### src/rtl/ray_stepper_arbiter.sv
// Round-robin owner of a single ray-stepper datapath: accepts one ray job at a time,
// drives the stepper, returns its result to the owning requester, and aborts hung jobs.
module ray_stepper_arbiter #(
  parameter int WIDTH   = 16,
  parameter int NUM_REQ = 4,
  parameter int TIMEOUT = 64,
  localparam int IDW    = $clog2(NUM_REQ)
) (
  input  logic                         clock,
  input  logic                         reset,
  input  logic [NUM_REQ-1:0]           reqValid,
  output logic [NUM_REQ-1:0]           reqReady,
  input  logic [NUM_REQ*3*WIDTH-1:0]   reqQ,
  input  logic [NUM_REQ*3*WIDTH-1:0]   reqV,
  input  logic [NUM_REQ*3*WIDTH-1:0]   reqL,
  input  logic [NUM_REQ*3*WIDTH-1:0]   reqU,
  output logic [NUM_REQ-1:0]           respValid,
  input  logic [NUM_REQ-1:0]           respReady,
  output logic [3*WIDTH-1:0]           respQ,
  output logic                         respOutOfBounds,
  output logic                         respTimeout,
  output logic                         stepStart,
  output logic [3*WIDTH-1:0]           stepQ,
  output logic [3*WIDTH-1:0]           stepV,
  output logic [3*WIDTH-1:0]           stepL,
  output logic [3*WIDTH-1:0]           stepU,
  input  logic                         stepDone,
  input  logic                         stepOutOfBounds,
  input  logic [3*WIDTH-1:0]           stepQp,
  output logic                         busy,
  output logic [IDW-1:0]               grantId
);

  localparam int CW = $clog2(TIMEOUT);

  typedef enum logic [1:0] {IDLE, START, WAIT, RESP} state_t;

  state_t         state, state_nx;
  logic [IDW-1:0] ptr;
  logic [IDW-1:0] win_id;
  logic           win_found;
  logic [CW-1:0]  cnt;
  logic           timeout_hit;

  assign timeout_hit = (cnt == CW'(TIMEOUT - 1));

  // Rotating priority search: first valid requester at or above ptr, wrapping.
  // NOTE: every variable written in a combinational block gets a default first,
  // otherwise a path that skips the assignment infers a latch.
  always_comb begin
    int idx;
    win_found = 1'b0;
    win_id    = '0;
    idx       = 0;
    for (int i = 0; i < NUM_REQ; i++) begin
      idx = int'(ptr) + i;
      if (idx >= NUM_REQ) idx = idx - NUM_REQ;
      if (!win_found && reqValid[idx]) begin
        win_found = 1'b1;
        win_id    = IDW'(idx);
      end
    end
  end

  // NOTE: sequential state uses non-blocking assignments so every register
  // samples its inputs from before the clock edge, independent of block order.
  always_ff @(posedge clock or negedge reset) begin
    if (!reset) state <= IDLE;
    else        state <= state_nx;
  end

  always_comb begin
    state_nx = state;
    unique case (state)
      IDLE:    if (win_found) state_nx = START;
      START:   state_nx = WAIT;
      WAIT:    if (stepDone || timeout_hit) state_nx = RESP;
      RESP:    if (respReady[grantId]) state_nx = IDLE;
      default: state_nx = IDLE;
    endcase
  end

  always_comb begin
    reqReady  = '0;
    respValid = '0;
    stepStart = (state == START);
    busy      = (state != IDLE);
    if (state == IDLE && win_found) reqReady[win_id] = 1'b1;
    if (state == RESP) respValid[grantId] = 1'b1;
  end

  // Job operands stay on the stepper until the next accept; results are held through RESP.
  always_ff @(posedge clock or negedge reset) begin
    if (!reset) begin
      ptr             <= '0;
      grantId         <= '0;
      stepQ           <= '0;
      stepV           <= '0;
      stepL           <= '0;
      stepU           <= '0;
      respQ           <= '0;
      respOutOfBounds <= 1'b0;
      respTimeout     <= 1'b0;
      cnt             <= '0;
    end else begin
      unique case (state)
        IDLE: if (win_found) begin
          stepQ   <= reqQ[win_id*(3*WIDTH) +: 3*WIDTH];
          stepV   <= reqV[win_id*(3*WIDTH) +: 3*WIDTH];
          stepL   <= reqL[win_id*(3*WIDTH) +: 3*WIDTH];
          stepU   <= reqU[win_id*(3*WIDTH) +: 3*WIDTH];
          grantId <= win_id;
          ptr     <= (win_id == IDW'(NUM_REQ - 1)) ? '0 : win_id + IDW'(1);
        end
        START: cnt <= '0;
        WAIT: begin
          cnt <= cnt + CW'(1);
          // A real completion wins over a coincident watchdog expiry.
          if (stepDone) begin
            respQ           <= stepQp;
            respOutOfBounds <= stepOutOfBounds;
            respTimeout     <= 1'b0;
          end else if (timeout_hit) begin
            respQ           <= stepQp;
            respOutOfBounds <= 1'b1;
            respTimeout     <= 1'b1;
          end
        end
        default: ;
      endcase
    end
  end

endmodule

### config.mk
export PLATFORM = sky130hd
export DESIGN_NAME = ray_stepper_arbiter
export DESIGN_NICKNAME = d
export VERILOG_FILES = /design/src/rtl/ray_stepper_arbiter.sv
export SDC_FILE = /design/constraint.sdc
export NUM_CORES = 1
export LEC_CHECK = 0
export CAP_MARGIN = 10
export CORE_AREA = 5 5 424 426
export DETAILED_ROUTE_END_ITERATION = 8
export DIE_AREA = 0 0 429 431
export PLACE_DENSITY = 0.37
export SLEW_MARGIN = 15
export SYNTH_ARGS = -nofsm -noshare
export SYNTH_HDL_FRONTEND = slang
export SYNTH_SLANG_ARGS = --single-unit
### constraint.sdc
create_clock -name clock -period 2.1 [get_ports clock]
set_clock_uncertainty 0.1 [all_clocks]
set_input_delay 0.42 -clock clock [delete_from_list [all_inputs] [get_ports clock]]
set_output_delay 0.42 -clock clock [all_outputs]
set_load 0.05 [all_outputs]
# ---- Word level (Yosys, flattened, before mapping)
# Index checks and enable logic that the tools add are counted.
dict set report op_classes {
  mux 43
  add_sub_neg 9
  n_shift 4
  reduce_logical 17
  magnitude_cmp 12
  mul 1
  eq_ne 8
}
# cell n
set op_table {}
lappend op_table {{192-bit by 9-bit variable part select with 48-bit output} 4}
lappend op_table {{32-bit by 4-bit less-than comparator with 1-bit output, second input constant} 4}
lappend op_table {{32-bit two-way mux} 4}
lappend op_table {{48-bit two-way mux} 2}
lappend op_table {{1-bit two-way mux} 18}
lappend op_table {{2-bit two-way mux} 8}
lappend op_table {{6-bit one-hot mux with 2 select lines} 1}
lappend op_table {{3-bit by 3-bit subtractor with 4-bit output, second input constant} 3}
lappend op_table {{1-bit binary-select mux with 2-bit select} 5}
lappend op_table {{3-bit >= comparator, second input constant} 3}
lappend op_table {{4-bit two-way mux} 2}
lappend op_table {{2-bit one-hot mux with 4 select lines} 1}
lappend op_table {{2-bit by 2-bit adder with 3-bit output, second input constant} 2}
lappend op_table {{6-bit by 1-bit adder with 6-bit output, second input constant} 1}
lappend op_table {{2-bit == test, second input constant} 3}
lappend op_table {{6-bit == test, second input constant} 1}
lappend op_table {{1-bit logical AND} 6}
lappend op_table {{2-bit by 3-bit less-than comparator with 1-bit output, second input constant} 2}
lappend op_table {{2-bit != test, second input constant} 3}
lappend op_table {{2-bit nonzero test} 3}
lappend op_table {{1-bit demux with 2-bit select} 2}
lappend op_table {{2-bit by 1-bit >= comparator with 1-bit output, second input constant} 2}
lappend op_table {{2-bit by 2-bit multiplier with 4-bit output, second input constant} 1}
lappend op_table {{2-bit AND reduction} 2}
lappend op_table {{other kinds (9)} 11}
dict set report word_totals {
  in_bits 828
  output_inout_bits 254
  elab_cells 105
  register_bits 254
}

# ---- Longest topological paths before layout
# Gate-level depths: netlist (run 1).
dict set report logic_depth {
  ltp_word 20
  mapped_depth 9
}

# ---- Worst setup path after synthesis (run 1)
# Ideal clock, no wire load.
dict set report synth_timing {
  kind {reg-to-output}
  from {register ptr[1]}
  to {output reqReady[1]}
  n_path_buf 2
  t_arrival_ps 2598
  slack_ps -1018
  path_stages_with_launch 6
  path_cell_list {dfrtp_1 > mux2i_1 > o2bb2ai_2 > buf_2 > clkbuf_1 > nor4_1}
}
dict set report synth_between {
  elab_chain_len 20
  word_cells_on_any_way 48
}
# element line_no
set synth_rtl {}
lappend synth_rtl {{start: declaration} 39} ;# logic [IDW-1:0] ptr;
lappend synth_rtl {{start signal: assignment} 113} ;# ptr <= (win_id == IDW'(NUM_REQ - 1)) ? '0 : win_id + IDW'(1);
lappend synth_rtl {{branches (longest 19 deep; another with 3-bit by 3-bit subtractor with 4-bit output)} -}
lappend synth_rtl {{4-bit two-way mux (*)} 88} ;# if (state == IDLE && win_found) reqReady[win_id] = 1'b1;
lappend synth_rtl {{end: declaration} 12} ;# output logic [NUM_REQ-1:0] reqReady,
# Mark *: on every way between the ends. The select of a mux whose other input is x is not followed.

# ---- Final worst setup path (run 1)
dict set report layout_timing {
  from {register ptr[0]}
  to {output reqReady[3]}
}
# Same word-level chain as after synthesis.

==> metrics.cfg, run 1 <==
[place]
dp_hpwl_um=117000
place_inst=5247
post_dp_cell_area_sq_mm=0.0318
post-place-ws_ps=-1360
gp_congestion=0.853
port_buffers=1081

[cells_and_area]
drive_above_1_share_pct=31.0
layout_common_cells=825 x clkdlybuf4s50_1, 367 x buf_4, 251 x dfrtp_1
finalInstanceArea_sq_mm=0.0371
nets=3881
area_growth_pct=132
utilization_pct=21.1
final_common_cell=clkdlybuf4s50_1
fin_cells=5438

[routing]
dr_total_vias=19906
wl_um=150000
wl_per_cell_um=27.6
dr.pass1.iters=8
drc=0
drt-vias-per-instance=3.66
antenna_left=0
drtIter0Drc=1131

[status]
violations=setup timing
status=complete, but fails checks

[floorplan]
ios=1082
start_util_pct=9.13
die_y_um=431
rows=154
core_sq_mm=0.175
die_x_um=429
dieArea_sq_mm=0.185

[timing]
fin_crit_sh_pct=130
slew_headroom_pct=55.7
setup_viol=202
worstMarginPinSlew_ps=657
timing.final.crit_period_ps=2740
grt_setup_unrepaired=yes
maxSlewViolCount=0
tns_ps=-61920
whs_ps=153
max_freq_ghz=0.365
finalHoldViolations=0
finalWorstSetupSlack_ps=-637

[critical_path]
r2r_cells=13
crit_required_ps=1580
max_stage_delay_ps=440
r2r_slack_ps=-460
crit_family=flip-flops
crit_type=reg -> out
worstPathMaxFanout=4
crit_path_end_kind=primary output
slowest_stage=dfrtp_2
cp_num_buf_inv=3
r2r-end=stepL[5]$_DFFE_PN0P_
worstPathCellList=buf_4 -> buf_6 -> mux2i_4 -> o2bb2ai_4 -> nor2_8 -> ha_1 -> and2_4 -> buf_12
timing.rr.start=ptr[0]$_DFFE_PN0P_
startpoint_type=flip-flop
critPathArrivalTime_ps=2220

[clock_network]
cts_max_level=2
clk_latency_ps=590
cts_tree=built
root_buffer=clkbuf_16
cts_buffer_depth=3
numCtsBuffers=40
cts.sinks=254
clk_pin_slew_ps=70

[pwr]
p_int_mw=28.0
vdd_drop_max_uv=651
p_sw_share_pct=49.7
power_frac_clock_pct=13.1
power.total_mw=55.7
leakage_nw=14.7
p_seq_share_pct=16.5
combPwrFrac_pct=70.4
p_sw_mw=27.7
powerDensity_mw_per_mm2=1500

[synth]
ys_warn_count=0
ys_ff_latch=254
ys_seq_area_share_pct=39.7
netlist_instances=1715
synth_cell_types=39
netlist_area_sq_mm=0.0160
syn_nets=2549
avgSynthCellArea_sq_um=9.34

[flow_run]
cap_violations=0

[global_routing]
grt_util_all_layers_pct=14.8
gr-total-overflow=0
grt_pass1_wl_um=189000
grt_pass1_vias=20895
grt_antenna_before_repair=38
grt_max_degree=77

[hold_path]
hp-class=in -> async

==> logic make-up (layout without fill, tap and decap cells) <==
logic type	count (synthesis)	count (layout)	synth area share (%)
xor+xnor	1	1	0.0547
other cells	0	19	0
fa+ha+maj	6	6	0.469
compound gates	599	599	26.7
simple gates	430	430	12.0
buf+inv	183	1547	5.52
flops	254	254	39.7
mux	242	242	15.6
==> routing by layer <==
layer,share of wire (%),wire [um],vias to the layer above,global-route usage [%]
met5,0.069,103,-,0
met4,3.2,4740,18,4.93
met3,8.6,12900,157,5.76
met2,49,74100,749,25.3
met1,39,58200,9938,16.8
li1,-,-,9044,-
==> power by group through the flow <==
stage | clock network, mW | registers [mW] | logic (mW)
floorplan | 0 | 16.4 | 9.61
global placement | 0 | 9.22 | 33.3
detailed placement | 0 | 9.23 | 33.3
CTS | 7.64 | 9.23 | 36.9
global route | 7.78 | 9.46 | 41.3
finish | 7.32 | 9.18 | 39.2
==> worst reg2reg max path: stages (launching register included) <==
cell	delay [ps]
dfrtp_2	440
buf_4	150
buf_6	110
mux2i_4	180
o2bb2ai_4	200
nor2_8	50
buf_6	130
buf_12	130
buf_16	150
buf_16	160
buf_16	200
buf_6	140
mux2i_4	210
o211ai_2	90
==> sequential cells by signal, summed over array words and instances (netlist names) <==
name,count
stepV,48
stepL,48
cnt,6
respOutOfBounds,1
state,2
ptr,2
stepU,48
respQ,48
respTimeout,1
grantId,2
stepQ,48
==> Yosys cell counts <==
master / n / area share, %
nand4_1: 1 / 0.039
buf_1: 8 / 0.19
mux2i_1: 193 / 12
a2bb2oi_1: 1 / 0.055
or3_1: 1 / 0.039
and2_1: 1 / 0.039
a221oi_1: 1 / 0.055
o211ai_1: 137 / 6.4
inv_1: 7 / 0.16
o2bb2ai_2: 1 / 0.094
xor2_1: 1 / 0.055
a31oi_1: 1 / 0.039
a22o_1: 1 / 0.055
mux4_2: 1 / 0.14
and3_1: 2 / 0.078
nand2_1: 206 / 4.8
nor2_8: 1 / 0.13
nand3_1: 196 / 6.1
a21o_1: 193 / 9.0
dfrtp_1: 254 / 40
a21oi_1: 3 / 0.094
and3b_1: 1 / 0.055
buf_4: 1 / 0.047
buf_2: 52 / 1.6
nand2b_1: 4 / 0.16
nor4_1: 2 / 0.078
nor2b_1: 3 / 0.12
mux2_2: 48 / 3.4
a21oi_2: 1 / 0.055
o21ai_1: 1 / 0.031
a211oi_1: 1 / 0.047
o21ai_0: 202 / 6.3
o211ai_2: 55 / 4.3
buf_6: 17 / 1.2
nor2_1: 10 / 0.23
clkbuf_1: 98 / 2.3
o32a_1: 1 / 0.063
nor3b_1: 2 / 0.094
ha_1: 6 / 0.47
==> how the worst max path moves through the flow <==
| stage | startpoint | slack [ps] | depth (start not counted) | end |
|---|---|---|---|---|
| CTS | ptr[0]$_DFFE_PN0P_ | -740 | 6 | reqReady[1] |
| finish | ptr[0]$_DFFE_PN0P_ | -640 | 8 | reqReady[3] |
| detailed placement | reqValid[3] | -1360 | 10 | stepV[46]$_DFFE_PN0P_ |
| global route | ptr[0]$_DFFE_PN0P_ | -760 | 6 | reqReady[1] |
| global placement | reqValid[3] | -1350 | 10 | stepV[46]$_DFFE_PN0P_ |
| floorplan | state[1]$_DFFE_PN0P_ | -240 | 8 | reqReady[2] |
==> area by class of cell <==
class                   instances  area [sq um]
inverters                       7          30.0
clock buffers                  56          1160
diodes                         19          47.5
fillers                     19265        138000
clock inverters                18           214
flip-flops and latches        254          6360
repair buffers               1466         15900
multi-input cells            1278         10500
well taps                    2340          2930
==> repair_timing <==
| item | 4_1_cts | 5_1_grt |
|---|---|---|
| pin swaps | 33 | 140 |
| gates resized for setup | 388 | 205 |
| endpoints found under the hold margin | 162 | 0 |
| gates cloned | 16 | 32 |
| endpoints found under the setup margin | 261 | 227 |
| setup buffers | 54 | 36 |
| hold buffers | 1 | 0 |
(Power assumes the default switching activity.)
==> inputs of run 2 (changes only) <==
- ABC_AREA: default -> 1
- CORE_AREA: 5 5 424 426 -> 2 2 422 424
- DIE_AREA: 0 0 429 431 -> 0 0 424 426
- PLACE_DENSITY: 0.37 -> 0.38
==> run 2 against run 1 <==
Compared with the run above:
- the run still ends with setup timing left
- utilization down 0.25 points
- fmax shrank 7.7%
- global-route usage is 1.5 points higher
- critical path depth grew 7
- via count up 25%
- die area fell by 2.3%
- combinational power is 93% higher
- sequential share of layout area is 0.16 points higher
- clock power shrank 2%
- wire length is 4.4% higher
- sequential power grew 3.9%
==> metrics.cfg, run 2 <==
[clock_network]
clk_pin_slew_ps=60  ; about the same
root_buffer=clkbuf_16
cts_buffer_depth=3  ; unchanged
cts_max_level=2  ; unchanged
cts.sinks=254  ; unchanged
numCtsBuffers=40  ; unchanged
cts_tree=built
clk_latency_ps=590  ; about the same

[floorplan]
core_sq_mm=0.176  ; +0.22%
die_y_um=426  ; -1.2%
dieArea_sq_mm=0.181  ; -2.3%
start_util_pct=9.72  ; +0.59 points
die_x_um=424  ; -1.2%
ios=1082  ; unchanged
rows=154  ; unchanged

[routing]
drtIter0Drc=2022  ; +79%
highest_layer=met5
wl_met3_um=12900  ; about the same
wl_um=157000  ; +4.4%
drt-vias-per-instance=4.06  ; +11%
dr.pass1.iters=6  ; -2
dr_total_vias=24857  ; +25%
wl_per_cell_um=25.6  ; -7.4%
antenna_left=0  ; unchanged
drc=0  ; unchanged
wl_met2_um=75900  ; +2.3%
m1WireLength_um=64300  ; +11%

[timing]
grt_setup_unrepaired=yes
timing.final.crit_period_ps=2960  ; +228 ps
finalHoldViolations=0  ; unchanged
slew_headroom_pct=64.8  ; +9.1 points
finalWorstSetupSlack_ps=-865  ; -228 ps
tns_ps=-101310  ; -39390 ps
max_freq_ghz=0.337  ; -7.7%
maxSlewViolCount=0  ; unchanged
worstMarginPinSlew_ps=526  ; -131 ps
setup_viol=248  ; +23%
whs_ps=243  ; +89.9 ps
fin_crit_sh_pct=141  ; +11 points

[synth]
netlist_area_sq_mm=0.0171  ; +6.7%
synth_top_family_by_area=simple AND/OR/NAND/NOR gates
synth_compound_area_share_pct=0.637  ; -26 points
synth_flop_cell=dfrtp_1
ys_seq_area_share_pct=37.2  ; -2.5 points
synth_top_cell_by_area=dfrtp_1
synth-adder-area-share_pct=0.440  ; -0.029 points
avgSynthCellArea_sq_um=6.76  ; -28%
synth_xor_area_share_pct=0  ; -0.055 points
synthMuxAreaShare_pct=0  ; -16 points
synth-simple-area-share_pct=53.5  ; +41 points
synthArstFlopShare_pct=100  ; unchanged
ys_ff_latch=254  ; unchanged
syn_nets=3360  ; +32%
synth_edf_count=0  ; unchanged
ys_warn_count=0  ; unchanged
ys_top_cells_by_count=954 x nand2_1, 589 x nand3_1, 385 x nand4_1, 254 x dfrtp_1, 134 x buf_2
yosysTopAreaCellShare_pct=37.2  ; -2.5 points
netlist_instances=2526  ; +47%
synth_area_leaders=dfrtp_1 37%, nand2_1 21%, nand3_1 17%
synth_cell_types=28  ; -28%
yosysMostFrequentCell=nand2_1

[place]
post-place-ws_ps=-956  ; +401 ps
gp_congestion=0.899  ; +5.4%
dp_hpwl_um=122000  ; +4.7%
port_buffers=1081  ; unchanged

[critical_path]
max_stage_delay_ps=490  ; +50 ps
crit_family=simple AND/OR/NAND/NOR gates
cp.depth=15  ; +7
critPathArrivalTime_ps=2440  ; +220 ps
cp_num_buf_inv=5  ; +2
slowest_stage=dfrtp_2
cp_common_cell=nand2_4
r2r_cells=19  ; +6
startpoint_type=flip-flop
crit_required_ps=1580  ; about the same
crit_path_end_kind=primary output
crit_type=reg -> out
worstPathCellList=buf_6 -> nand2_4 -> nand2_4 -> nand2_2 -> nand2_2 -> nand2_4 -> nand2_4 -> nand2_8 -> nand3_4 -> buf_12 -> clkinv_8 -> ha_4 -> inv_2 -> nor2_4 -> buf_12
worstPathMaxFanout=6  ; +2

[hold_path]
hp-class=in -> async

[cells_and_area]
final_common_cell=nand2_1
layout_common_cells=897 x nand2_1, 868 x clkdlybuf4s50_1, 423 x nand3_1
area_growth_pct=115
drive_above_1_share_pct=23.3  ; -7.8 points
nets=4575  ; +18%

[pwr]
p_int_mw=41.9  ; +50%
p_sw_mw=50.2  ; +81%
p_seq_share_pct=10.3  ; -6.2 points
powerDensity_mw_per_mm2=2510  ; +67%
vdd_drop_max_uv=1200  ; +85%
p_sw_share_pct=54.5  ; +4.8 points
leakage_nw=16.0  ; +8.5%
power_frac_clock_pct=7.8  ; -5.3 points
combPwrFrac_pct=81.9  ; +12 points
power.total_mw=92.2  ; +65%

[global_routing]
grt_max_degree=78  ; +1.3%
grt_util_all_layers_pct=16.3  ; +1.5 points
grt_antenna_before_repair=31  ; -18%
grt_pass1_vias=24406  ; +17%
gr-total-overflow=0  ; unchanged
grt_pass1_wl_um=206000  ; +9.3%

[status]
status=complete, but fails checks
violations=setup timing

[flow_run]
cap_violations=0  ; unchanged

[run 2: cell types whose count changed in the layout (fill, tap and decap cells not counted), sizes merged, moves of 40 or more]
cell           change
mux2              -48
nand3            +397
nand4            +384
o21ai            -196
clkdlybuf4s50     +43
mux2i            -193
nand2            +754
o211ai           -192
a21o             -193
dlygate4sd2       -40
[run 2: stage by stage]
stage / utilization (%) / instance area [sq um] / cells
2_1_floorplan: - / 17200 / 2526
3_3_place_gp: 18.4 / 32300 / 5955
3_5_place_dp: 18.4 / 32300 / 5955
4_1_cts: 20.2 / 35600 / 6083
5_1_grt: 20.9 / 36700 / 6125
6_report: 20.9 / 36700 / 6126
[run 2: worst paths after layout]
path / start / endpoint / slack, ps
min in group clock: stepQp[47] / respQ[47]$_DFFE_PN0P_ / 250
setup reg to reg: ptr[0]$_DFFE_PN0P_ / stepQ[12]$_DFFE_PN0P_ / -600
max in group asynchronous: reset / stepL[13]$_DFFE_PN0P_ / 930
setup / recovery: ptr[0]$_DFFE_PN0P_ / reqReady[3] / -860
hold reg to reg: stepU[47]$_DFFE_PN0P_ / stepU[47]$_DFFE_PN0P_ / 380
hold / removal: reset / stepV[39]$_DFFE_PN0P_ / 240
[run 2: routing by layer]
metal  GRT usage, %  up-vias
met4           3.63       10
li1               -    11290
met1           20.3    12321
met3           4.84      186
met2           27.4     1050
met5              0        -
[run 2: area by class of cell]
class	instances	area (sq um)
antenna	16	40.0
clock buffer	56	1120
inverter	24	146
sequential	254	6360
timing repair buffer	1437	15300
tap	2340	2930
clock inverter	15	205
fill	19681	139000
multi-input combinational	1984	10600
[run 2: cells by family (layout without fill, tap and decap cells)]
group,after synthesis,after routing
other,0,16
adders and majority gates,6,6
DFF,254,254
and+or+nand+nor,1959,1959
buffers and inverters,288,1532
AOI/OAI and AO/OA,19,19
[run 2: power groups by stage]
stage / Combinational [mW] / Clock, mW / Sequential [mW]
2_1_floorplan: 25.7 / 0 / 16.6
3_3_place_gp: 60.8 / 0 / 9.60
6_report: 75.5 / 7.16 / 9.54
5_1_grt: 80.5 / 7.67 / 9.84
4_1_cts: 71.5 / 7.54 / 9.57
3_5_place_dp: 60.6 / 0 / 9.57
[run 2: repair_timing]
item / 4_1_cts / 5_1_grt
buffers inserted: 37 / 17
hold buffers: 1 / 0
pin swaps: 22 / 37
endpoints found under the hold margin: 69 / 0
gates cloned: 23 / 11
gates resized for setup: 186 / 173
setup endpoints to repair: 248 / 248
